<file path="config.mk">
export PLATFORM = sky130hd
export DESIGN_NAME = pipe_adder
export DESIGN_NICKNAME = d
export VERILOG_FILES = /design/src/rtl/pipe_adder_pkg.sv /design/src/rtl/pipe_adder_cla_group.sv /design/src/rtl/pipe_adder.sv
export SDC_FILE = /design/constraint.sdc
export NUM_CORES = 1
export LEC_CHECK = 0
export CORE_MARGIN = 4
export CORE_UTILIZATION = 49
export CTS_BUF_LIST = sky130_fd_sc_hd__clkbuf_16
export CTS_CLUSTER_SIZE = 25
export DETAILED_ROUTE_END_ITERATION = 8
export MAX_ROUTING_LAYER = met4
export PLACE_DENSITY = 0.92
export REMOVE_ABC_BUFFERS = 1
export SYNTH_ARGS = -nofsm -noshare
export SYNTH_HDL_FRONTEND = slang
export SYNTH_SLANG_ARGS = --single-unit
</file>
<file path="constraint.sdc">
create_clock -name iClk -period 8.3 [get_ports iClk]
set_input_delay 0.83 -clock iClk [delete_from_list [all_inputs] [get_ports iClk]]
set_output_delay 0.83 -clock iClk [all_outputs]
set_load 0.005 [all_outputs]
</file>
<file path="src/rtl/pipe_adder_pkg.sv">
// Shared types for the pipelined adder: op encoding, flag bundle and the
// WIDTH/STAGES legality check used at elaboration.
package adder_pkg;

    typedef enum logic [1:0] {
        OP_ADD = 2'b00,
        OP_SUB = 2'b01,
        OP_ADC = 2'b10,
        OP_SBC = 2'b11
    } op_e;

    typedef struct packed {
        logic carry;
        logic overflow;
        logic zero;
        logic negative;
    } flags_t;

    function automatic bit cfg_legal(input int width, input int stages);
        return (stages >= 1) && (stages <= 4) && (width > 0) && ((width % stages) == 0);
    endfunction

endpackage

</file>
<file path="src/rtl/pipe_adder_cla_group.sv">
// Combinational GROUP-bit carry-lookahead slice; also exposes the carry into
// its MSB so the top slice can form signed overflow.
module cla_group #(
    parameter int G = 16
) (
    input  logic [G-1:0] iX,
    input  logic [G-1:0] iY,
    input  logic         iCin,
    output logic [G-1:0] oSum,
    output logic         oCout,
    output logic         oCMsb
);

    logic [G-1:0] w_g;
    logic [G-1:0] w_p;
    logic [G:0]   w_c;

    assign w_g = iX & iY;
    assign w_p = iX | iY;

    always_comb begin
        w_c    = '0;
        w_c[0] = iCin;
        for (int unsigned i = 0; i < G; i++) begin
            w_c[i+1] = w_g[i] | (w_p[i] & w_c[i]);
        end
    end

    assign oSum  = iX ^ iY ^ w_c[G-1:0];
    assign oCout = w_c[G];
    assign oCMsb = w_c[G-1];

endmodule

</file>
<file path="src/rtl/pipe_adder.sv">
// Pipelined ADD/SUB/ADC/SBC: one lookahead group per stage, group carry
// registered stage to stage. Optional signed saturation under PIPE_ADDER_SAT_EN.
module pipe_adder
    import adder_pkg::*;
#(
    parameter int WIDTH  = 32,
    parameter int STAGES = 2
) (
    input  logic             iClk,
    input  logic             iRst_n,
    input  logic             iValid,
    output logic             oReady,
    input  logic [1:0]       iOp,
    input  logic [WIDTH-1:0] iX,
    input  logic [WIDTH-1:0] iY,
    input  logic             iCarry,
    input  logic             iSat,
    output logic             oValid,
    input  logic             iReady,
    output logic [WIDTH-1:0] oS,
    output logic             oCarry,
    output logic             oOverflow,
    output logic             oZero,
    output logic             oNegative
);

    localparam int GROUP = WIDTH / STAGES;

    if (!cfg_legal(WIDTH, STAGES)) begin : g_cfg_check
        $error("pipe_adder: STAGES must be 1..4 and divide WIDTH");
    end

    op_e              w_op;
    logic [WIDTH-1:0] w_y_eff;
    logic             w_cin;
    logic             w_adv;

    assign w_op = op_e'(iOp);

    always_comb begin
        w_y_eff = iY;
        w_cin   = 1'b0;
        unique case (w_op)
            OP_ADD: begin w_y_eff = iY;  w_cin = 1'b0;   end
            OP_SUB: begin w_y_eff = ~iY; w_cin = 1'b1;   end
            OP_ADC: begin w_y_eff = iY;  w_cin = iCarry; end
            OP_SBC: begin w_y_eff = ~iY; w_cin = iCarry; end
        endcase
    end

    // Single global advance: the whole pipe shifts or the whole pipe holds.
    assign w_adv  = ~oValid | iReady;
    assign oReady = w_adv;

    for (genvar k = 0; k < STAGES; k++) begin : g_stage
        logic             w_v_in, w_c_in, w_sat_in;
        logic [WIDTH-1:0] w_x_in, w_y_in, w_s_in, w_sum, w_s_out;
        logic [GROUP-1:0] w_gsum;
        logic             w_gcout, w_gcmsb;
        logic             r_v, r_c, r_sat;
        logic [WIDTH-1:0] r_x, r_y, r_s;

        if (k == 0) begin : g_in
            assign w_v_in   = iValid;
            assign w_c_in   = w_cin;
            assign w_sat_in = iSat;
            assign w_x_in   = iX;
            assign w_y_in   = w_y_eff;
            assign w_s_in   = '0;
        end else begin : g_in
            assign w_v_in   = g_stage[k-1].r_v;
            assign w_c_in   = g_stage[k-1].r_c;
            assign w_sat_in = g_stage[k-1].r_sat;
            assign w_x_in   = g_stage[k-1].r_x;
            assign w_y_in   = g_stage[k-1].r_y;
            assign w_s_in   = g_stage[k-1].r_s;
        end

        cla_group #(.G(GROUP)) u_grp (
            .iX    (w_x_in[k*GROUP +: GROUP]),
            .iY    (w_y_in[k*GROUP +: GROUP]),
            .iCin  (w_c_in),
            .oSum  (w_gsum),
            .oCout (w_gcout),
            .oCMsb (w_gcmsb)
        );

        always_comb begin
            w_sum                   = w_s_in;
            w_sum[k*GROUP +: GROUP] = w_gsum;
        end

        if (k == STAGES - 1) begin : g_flags
            logic   w_ovf;
            flags_t w_f;
            flags_t r_f;
            logic   w_unused;

            assign w_ovf = w_gcout ^ w_gcmsb;

            always_comb begin
                w_s_out = w_sum;
`ifdef PIPE_ADDER_SAT_EN
                if (w_sat_in && w_ovf) begin
                    w_s_out = (!w_x_in[WIDTH-1] && !w_y_in[WIDTH-1]) ?
                              {1'b0, {(WIDTH-1){1'b1}}} : {1'b1, {(WIDTH-1){1'b0}}};
                end
`endif
                w_f.carry    = w_gcout;
                w_f.overflow = w_ovf;
                w_f.zero     = ~|w_s_out;
                w_f.negative = w_s_out[WIDTH-1];
            end

            always_ff @(posedge iClk or negedge iRst_n) begin
                if (!iRst_n) begin
                    r_f <= '0;
                end else if (w_adv) begin
                    r_f <= w_f;
                end
            end

            // Operand/carry copies in the last stage have no consumer.
            assign w_unused = ^{r_x, r_y, r_c, r_sat};
        end else begin : g_pass
            logic w_unused;
            assign w_s_out  = w_sum;
            assign w_unused = w_gcmsb;
        end

        always_ff @(posedge iClk or negedge iRst_n) begin
            if (!iRst_n) begin
                r_v   <= 1'b0;
                r_c   <= 1'b0;
                r_sat <= 1'b0;
                r_x   <= '0;
                r_y   <= '0;
                r_s   <= '0;
            end else if (w_adv) begin
                r_v   <= w_v_in;
                r_c   <= w_gcout;
                r_sat <= w_sat_in;
                r_x   <= w_x_in;
                r_y   <= w_y_in;
                r_s   <= w_s_out;
            end
        end
    end

    assign oValid    = g_stage[STAGES-1].r_v;
    assign oS        = g_stage[STAGES-1].r_s;
    assign oCarry    = g_stage[STAGES-1].g_flags.r_f.carry;
    assign oOverflow = g_stage[STAGES-1].g_flags.r_f.overflow;
    assign oZero     = g_stage[STAGES-1].g_flags.r_f.zero;
    assign oNegative = g_stage[STAGES-1].g_flags.r_f.negative;

endmodule
</file>
=== Word level (Yosys, flattened, before mapping) ===
Cells that the tools add are included.

* Reduce and logical (&&, ||, !) cells: 6
* Bitwise gates (word level): 76
* Eq/ne operators: 3
* Multiplexer cells: 2

{| class="wikitable"
|+ Operator list
! kind !! count
|-
| $pmux 32 s2 || 1
|-
| $xor 16x16->16 || 4
|-
| $or 1x1->1 || 33
|-
| $and 1x1->1 || 32
|-
| $and 16x16->16 || 2
|-
| $not 32->32 || 1
|-
| $or 16x16->16 || 2
|-
| $reduce_or 32->1 || 1
|-
| $reduce_or 2->1 || 3
|-
| $eq 2x2->1 const B || 2
|-
| $pmux 1 s3 || 1
|-
| $eq 2x1->1 const B || 1
|-
| $logic_not 2->1 || 1
|-
| $logic_not 1->1 || 1
|-
| $not 1->1 || 1
|-
| $xor 1x1->1 || 1
|}

* Output and inout bits: 38
* Input port bits: 72
* Logic and storage cells: 98
* Register bits: 119

=== Longest topological paths before layout ===
Gate-level depths: netlist (run 1).

* Word-level depth: 36
* Gate-level depth with buffers: 23

=== Modules after synthesis ===
Synthesis (run 1) repeated with hierarchy kept, for this count alone.

* Cells, all modules: 446
* Area total of the unflattened synthesis: 4379.2 sq um

{| class="wikitable"
|+ By module, submodules not included
! module !! cells an instance !! instances !! area each (sq um)
|-
| pipe_adder || 394 || 1 || 3663.5
|-
| cla_group || 26 || 2 || 357.8
|}

=== Worst setup path after synthesis (run 1) ===
No wires, ideal clock.

* Kind: input-to-reg
* From: input iOp[0]
* To: register g_stage[0].r_s[15]
* Stages: 23
* Slack: 905 ps
* Data arrival time: 7278 ps
* Path through: buf_4 buf_4 xor2_1 fa_1 fa_1 inv_1 fa_1 fa_1 fa_1 fa_1 fa_1 fa_1 fa_1 fa_1 fa_1 fa_1 fa_1 inv_1 fa_1 fa_1 fa_1 nand2_1 nand2_1

* Longest elaborated chain between the ends: 35
* Elaborated cells between the ends (all ways): 43

{| class="wikitable"
|+ RTL lines
! element !! RTL line !! source
|-
| start, declared || pipe_adder.sv:13 || <nowiki>input logic [1:0] iOp,</nowiki>
|-
| $eq 2x2->1, or another cell as far along || pipe_adder.sv:43 || <nowiki>unique case (w_op)</nowiki>
|-
| $reduce_or 2->1 (no line) || n/a ||
|-
| $pmux 32 s2 || pipe_adder.sv:43 ||
|-
| $or 16x16->16 || pipe_adder_cla_group.sv:19 || <nowiki>assign w_p = iX | iY;</nowiki>
|-
| $and 1x1->1 || pipe_adder_cla_group.sv:25 || <nowiki>w_c[i+1] = w_g[i] | (w_p[i] & w_c[i]);</nowiki>
|-
| $or 1x1->1 || pipe_adder_cla_group.sv:25 ||
|-
| $and 1x1->1 || pipe_adder_cla_group.sv:25 ||
|-
| $or 1x1->1 || pipe_adder_cla_group.sv:25 ||
|-
| [... 20 more ...] || n/a ||
|-
| $and 1x1->1 || pipe_adder_cla_group.sv:25 ||
|-
| $or 1x1->1 || pipe_adder_cla_group.sv:25 ||
|-
| $and 1x1->1 || pipe_adder_cla_group.sv:25 ||
|-
| $or 1x1->1 || pipe_adder_cla_group.sv:25 ||
|-
| $and 1x1->1 || pipe_adder_cla_group.sv:25 ||
|-
| $or 1x1->1 || pipe_adder_cla_group.sv:25 ||
|-
| $xor 16x16->16 * || pipe_adder_cla_group.sv:29 || <nowiki>assign oSum = iX ^ iY ^ w_c[G-1:0];</nowiki>
|-
| net g_stage[0].u_grp.oSum[15] || pipe_adder_cla_group.sv:9 || <nowiki>output logic [G-1:0] oSum,</nowiki>
|-
| end signal, assigned || pipe_adder.sv:145 || <nowiki>r_s <= w_s_out;</nowiki>
|-
| end, declared || pipe_adder.sv:61 || <nowiki>logic [WIDTH-1:0] r_x, r_y, r_s;</nowiki>
|}

Mark *: on every way through the listed nets, which the timed path passes. The rest lies on a longest branch.
A chain may end at the register's enable or synchronous reset.

=== Final worst setup path (run 1) ===
* From: input iY[0]
* To: register g_stage[0].r_s[15]

* Longest elaborated chain between the ends: 34
* Elaborated cells between the ends (all ways): 35

{| class="wikitable"
|+ RTL lines
! element !! RTL line !! source
|-
| start, declared || pipe_adder.sv:15 || <nowiki>input logic [WIDTH-1:0] iY,</nowiki>
|-
| $not 32->32 || pipe_adder.sv:45, pipe_adder.sv:47 ||
|-
| $pmux 32 s2 * || pipe_adder.sv:43 ||
|-
| $or 16x16->16 || pipe_adder_cla_group.sv:19 ||
|-
| $and 1x1->1 || pipe_adder_cla_group.sv:25 ||
|-
| $or 1x1->1 * || pipe_adder_cla_group.sv:25 ||
|-
| $and 1x1->1 * || pipe_adder_cla_group.sv:25 ||
|-
| $or 1x1->1 * || pipe_adder_cla_group.sv:25 ||
|-
| $and 1x1->1 * || pipe_adder_cla_group.sv:25 ||
|-
| [... 19 more ...] || n/a ||
|-
| $and 1x1->1 * || pipe_adder_cla_group.sv:25 ||
|-
| $or 1x1->1 * || pipe_adder_cla_group.sv:25 ||
|-
| $and 1x1->1 * || pipe_adder_cla_group.sv:25 ||
|-
| $or 1x1->1 * || pipe_adder_cla_group.sv:25 ||
|-
| $and 1x1->1 * || pipe_adder_cla_group.sv:25 ||
|-
| $or 1x1->1 * || pipe_adder_cla_group.sv:25 ||
|-
| $xor 16x16->16 * || pipe_adder_cla_group.sv:29 ||
|-
| net g_stage[0].u_grp.oSum[15] || pipe_adder_cla_group.sv:9 ||
|}

Marked as above.

==> impl_metrics.tcl, run 1 <==
set metrics [dict create \
    status "complete, no violations" \
    cts_tree "yes" \
    rsz0062_at_grt "no" \
    ff_latch_area_mm2 0.00215 \
    fillCellCount 677 \
    drcViolationCount 0 \
    hp-class "flop to flop" \
    ant_nets 0 \
    fin_crit_ns 7.56 \
    clock-sinks 86 \
    startpoint "iY[0]" \
    start_util_pct 50.1 \
    place_area_mm2 0.00543 \
    clk-insertion-delay-late_ns 0.32 \
    min_to "oValid$_DFFE_PN0P_" \
    yosys-top-cells-area "dfrtp_1 49%, fa_1 15%, nand2_1 14%, xnor2_1 4.8%, a21oi_2 3.2%" \
    pre_cts_slack_ns 0.327 \
    yosysTopAreaCell "dfrtp_1" \
    die_h_um 102 \
    io_pins 110 \
    drtIter0Drc 137 \
    coreArea_mm2 0.00868 \
    ctsHtreeMaxLevel 3 \
    ys_seq_area_share_pct 49.5 \
    wl_per_cell_um 14.4 \
    syn_area_per_cell_um2 10.2 \
    cts_setup_buffers 0 \
    setup_viol 0 \
    cap_viol_max_count 0 \
    grt_pass1_vias 3292 \
    fmax_mhz 132 \
    fin_cells 640 \
    cts_made_buffers 9 \
    r2r-start "g_stage[0].r_c$_DFFE_PN0P_" \
    hold_buffers 0 \
    slew_headroom_pct 27.9 \
    clk_path_buf_depth 2 \
    fin_ws_ns 0.738 \
    cts-resized-gates 0 \
    min_from "g_stage[0].r_v$_DFFE_PN0P_" \
    p_leak_nw 2.63 \
    synth.distinct_cells 21 \
    grt.total_usage_pct 19.6 \
    finalCritPeriodShare_pct 91.1 \
    placementRows 34 \
    r2r_slack_ns 1.37 \
    endpoint_kind "flop" \
    final_area_mm2 0.00574 \
    r2r-end "oZero$_DFFE_PN0P_" \
    die_area_mm2 0.0104 \
    drt-vias-per-instance 4.85 \
    crit_required_ns 8.52 \
    dp_hpwl_mm 6.82 \
    start_kind "input pin" \
    fin_tns_setup_ns 0 \
    cp.arrival_ns 7.78 \
    areaGrowthSynthToFinish_pct 32.0 \
    yosysWarnings 0 \
    antennaDiodeCount 0 \
    skew_ns 0.00821 \
    critPathMaxFanout 1 \
    yosysTopAreaCellShare_pct 49.5 \
    num_vias 3105 \
    drt_wl_total_mm 9.24 \
    multi_input_area_mm2 0.00195 \
    cts-root-buf "clkbuf_16" \
    critical_path_class "input pin to flop" \
    portBuffers 108 \
    gp_congestion 0.815 \
    maxSlewViolCount 0 \
    grt_start_max_net_pins 98 \
    grt_pass1_wl_mm 15.3 \
    synthesis.area_mm2 0.00435 \
    rr_worst_depth 22 \
    netlist_instances 428 \
    synth_seq_cells 86 \
    antenna_found_initial 0 \
    path_clk_slew_ns 0.06 \
    timing_hold_violations_final 0 \
    hold_depth 1 \
    dp.cells 625 \
    nNetsFinal 632 \
    gr-total-overflow 0 \
    drt_first_pass_iters 4 \
    worst_slew_pin_slew_ns 1.08 \
    fp.dieW_um 102 \
    power_density_mw_per_mm2 264 \
    peakVddDrop_uv 141 \
    drive_above_1_share_pct 7.33 \
]
[layout make-up]
class	instances	share of cell area, %
Clock inverter	6	1.37
Sequential cell	86	37.5
Timing Repair Buffer	112	19.2
Inverter	25	1.66
Tap cell	108	2.36
Clock buffer	9	3.92
Multi-Input combinational cell	294	34.0
[through the flow]
stage | total power [mW] | util (%) | hold slack (ns)
floorplan | 0.842 | - | 0.430
global placement | 1.09 | 62.6 | 0.444
detailed placement | 1.12 | 62.6 | 0.449
CTS | 1.53 | 66.1 | 0.463
global route | 1.62 | 66.1 | 0.481
finish | 1.51 | 66.1 | 0.459
[sequential cells by signal (all words and copies together), names as in the netlist]
| signal | cells |
|---|---|
| g_stage.r_y | 16 |
| oZero | 1 |
| oValid | 1 |
| g_stage.r_s | 16 |
| oOverflow | 1 |
| oCarry | 1 |
| g_stage.r_v | 1 |
| oS | 31 |
| oNegative | 1 |
| g_stage.r_x | 16 |
| g_stage.r_c | 1 |
[worst max-delay path: stages]
cell and delay, ns:
clkdlybuf4s50_1 0.47, xor2_1 0.17, fa_1 0.22, fa_1 0.18
inv_1 0.05, fa_1 0.41, fa_1 0.43, fa_1 0.43
fa_1 0.45, fa_1 0.44, fa_1 0.43, fa_1 0.43
fa_1 0.48, fa_1 0.44, fa_1 0.46, fa_1 0.41
inv_1 0.08, fa_1 0.20, fa_1 0.21, fa_1 0.43
nand2_1 0.07, nand2_1 0.06
[cell usage after synthesis]
library cell	count
dfrtp_1	86
o21ai_0	22
a21oi_2	16
inv_1	24
nor4_1	7
nand2b_1	1
nor2b_4	1
and4_1	1
o31ai_1	1
buf_2	12
inv_2	1
nand4_1	2
nor2_1	16
buf_6	5
mux2_2	1
fa_1	32
xor2_1	9
buf_4	4
nand2_1	161
xnor2_1	24
clkbuf_1	2
[per-layer routing]
metal | wire (um) | track usage (%)
met1 | 3730 | 23.3
met2 | 4940 | 34.4
met3 | 420 | 2.73
met4 | 150 | 6.16
met5 | 0 | -
[cells by family (layout without fill, tap and decap cells)]
kind of cell | after synthesis | count (layout) | share of synthesized area [%]
buffers and inverters | 48 | 152 | 5.70
flip-flops | 86 | 86 | 49.5
XOR/XNOR | 33 | 33 | 6.65
AO/OA/AOI/OAI | 39 | 39 | 5.93
multiplexers | 1 | 1 | 0.259
AND/OR/NAND/NOR | 189 | 189 | 17.2
adder cells (fa/ha/maj) | 32 | 32 | 14.7
[placed cells by master, fill, tap and decap left out]
master,netlist,final
nand4_1,2,2
fa_1,32,32
xnor2_1,24,24
clkbuf_16,0,9
a21oi_2,16,16
nor2_1,16,16
nand2b_1,1,1
mux2_2,1,1
o31ai_1,1,1
xor2_1,9,9
nor4_1,7,7
buf_2,12,1
buf_4,4,5
nand2_1,161,161
clkinv_2,0,4
inv_1,24,25
clkdlybuf4s50_1,0,106
o21ai_0,22,22
and4_1,1,1
dfrtp_1,86,86
bufinv_16,0,2
nor2b_4,1,1
[worst max path at each step]
stage / to / cells after the start
floorplan: g_stage[0].r_s[15]$_DFFE_PN0P_ / 21
CTS: g_stage[0].r_s[15]$_DFFE_PN0P_ / 22
detailed placement: g_stage[0].r_s[15]$_DFFE_PN0P_ / 22
finish: g_stage[0].r_s[15]$_DFFE_PN0P_ / 22
global route: g_stage[0].r_s[15]$_DFFE_PN0P_ / 22
global placement: g_stage[0].r_s[15]$_DFFE_PN0P_ / 22
[power by group]
part           total (mW)  internal [mW]  switching (mW)
Sequential          0.614          0.538          0.0763
Clock               0.411          0.259           0.151
Combinational       0.489          0.272           0.216
Total                1.51           1.07           0.444
No activity file was read; power rests on OpenSTA's default activity.
==> run 2: changes to the inputs <==
==> constraint.sdc (replaced) <==
create_clock -name iClk -period 8.3 [get_ports iClk]
set_input_delay 0.83 -clock iClk [delete_from_list [all_inputs] [get_ports iClk]]
set_output_delay 0.83 -clock iClk [all_outputs]
set_load 0.02 [all_outputs]
==> results of run 2 <==
The final DEF is identical to that of run 1. Status: complete, no violations.
Main changes from that run: total power 1.51 mW -> 1.60 mW; worst IR drop on VDD 141 uV -> 169 uV
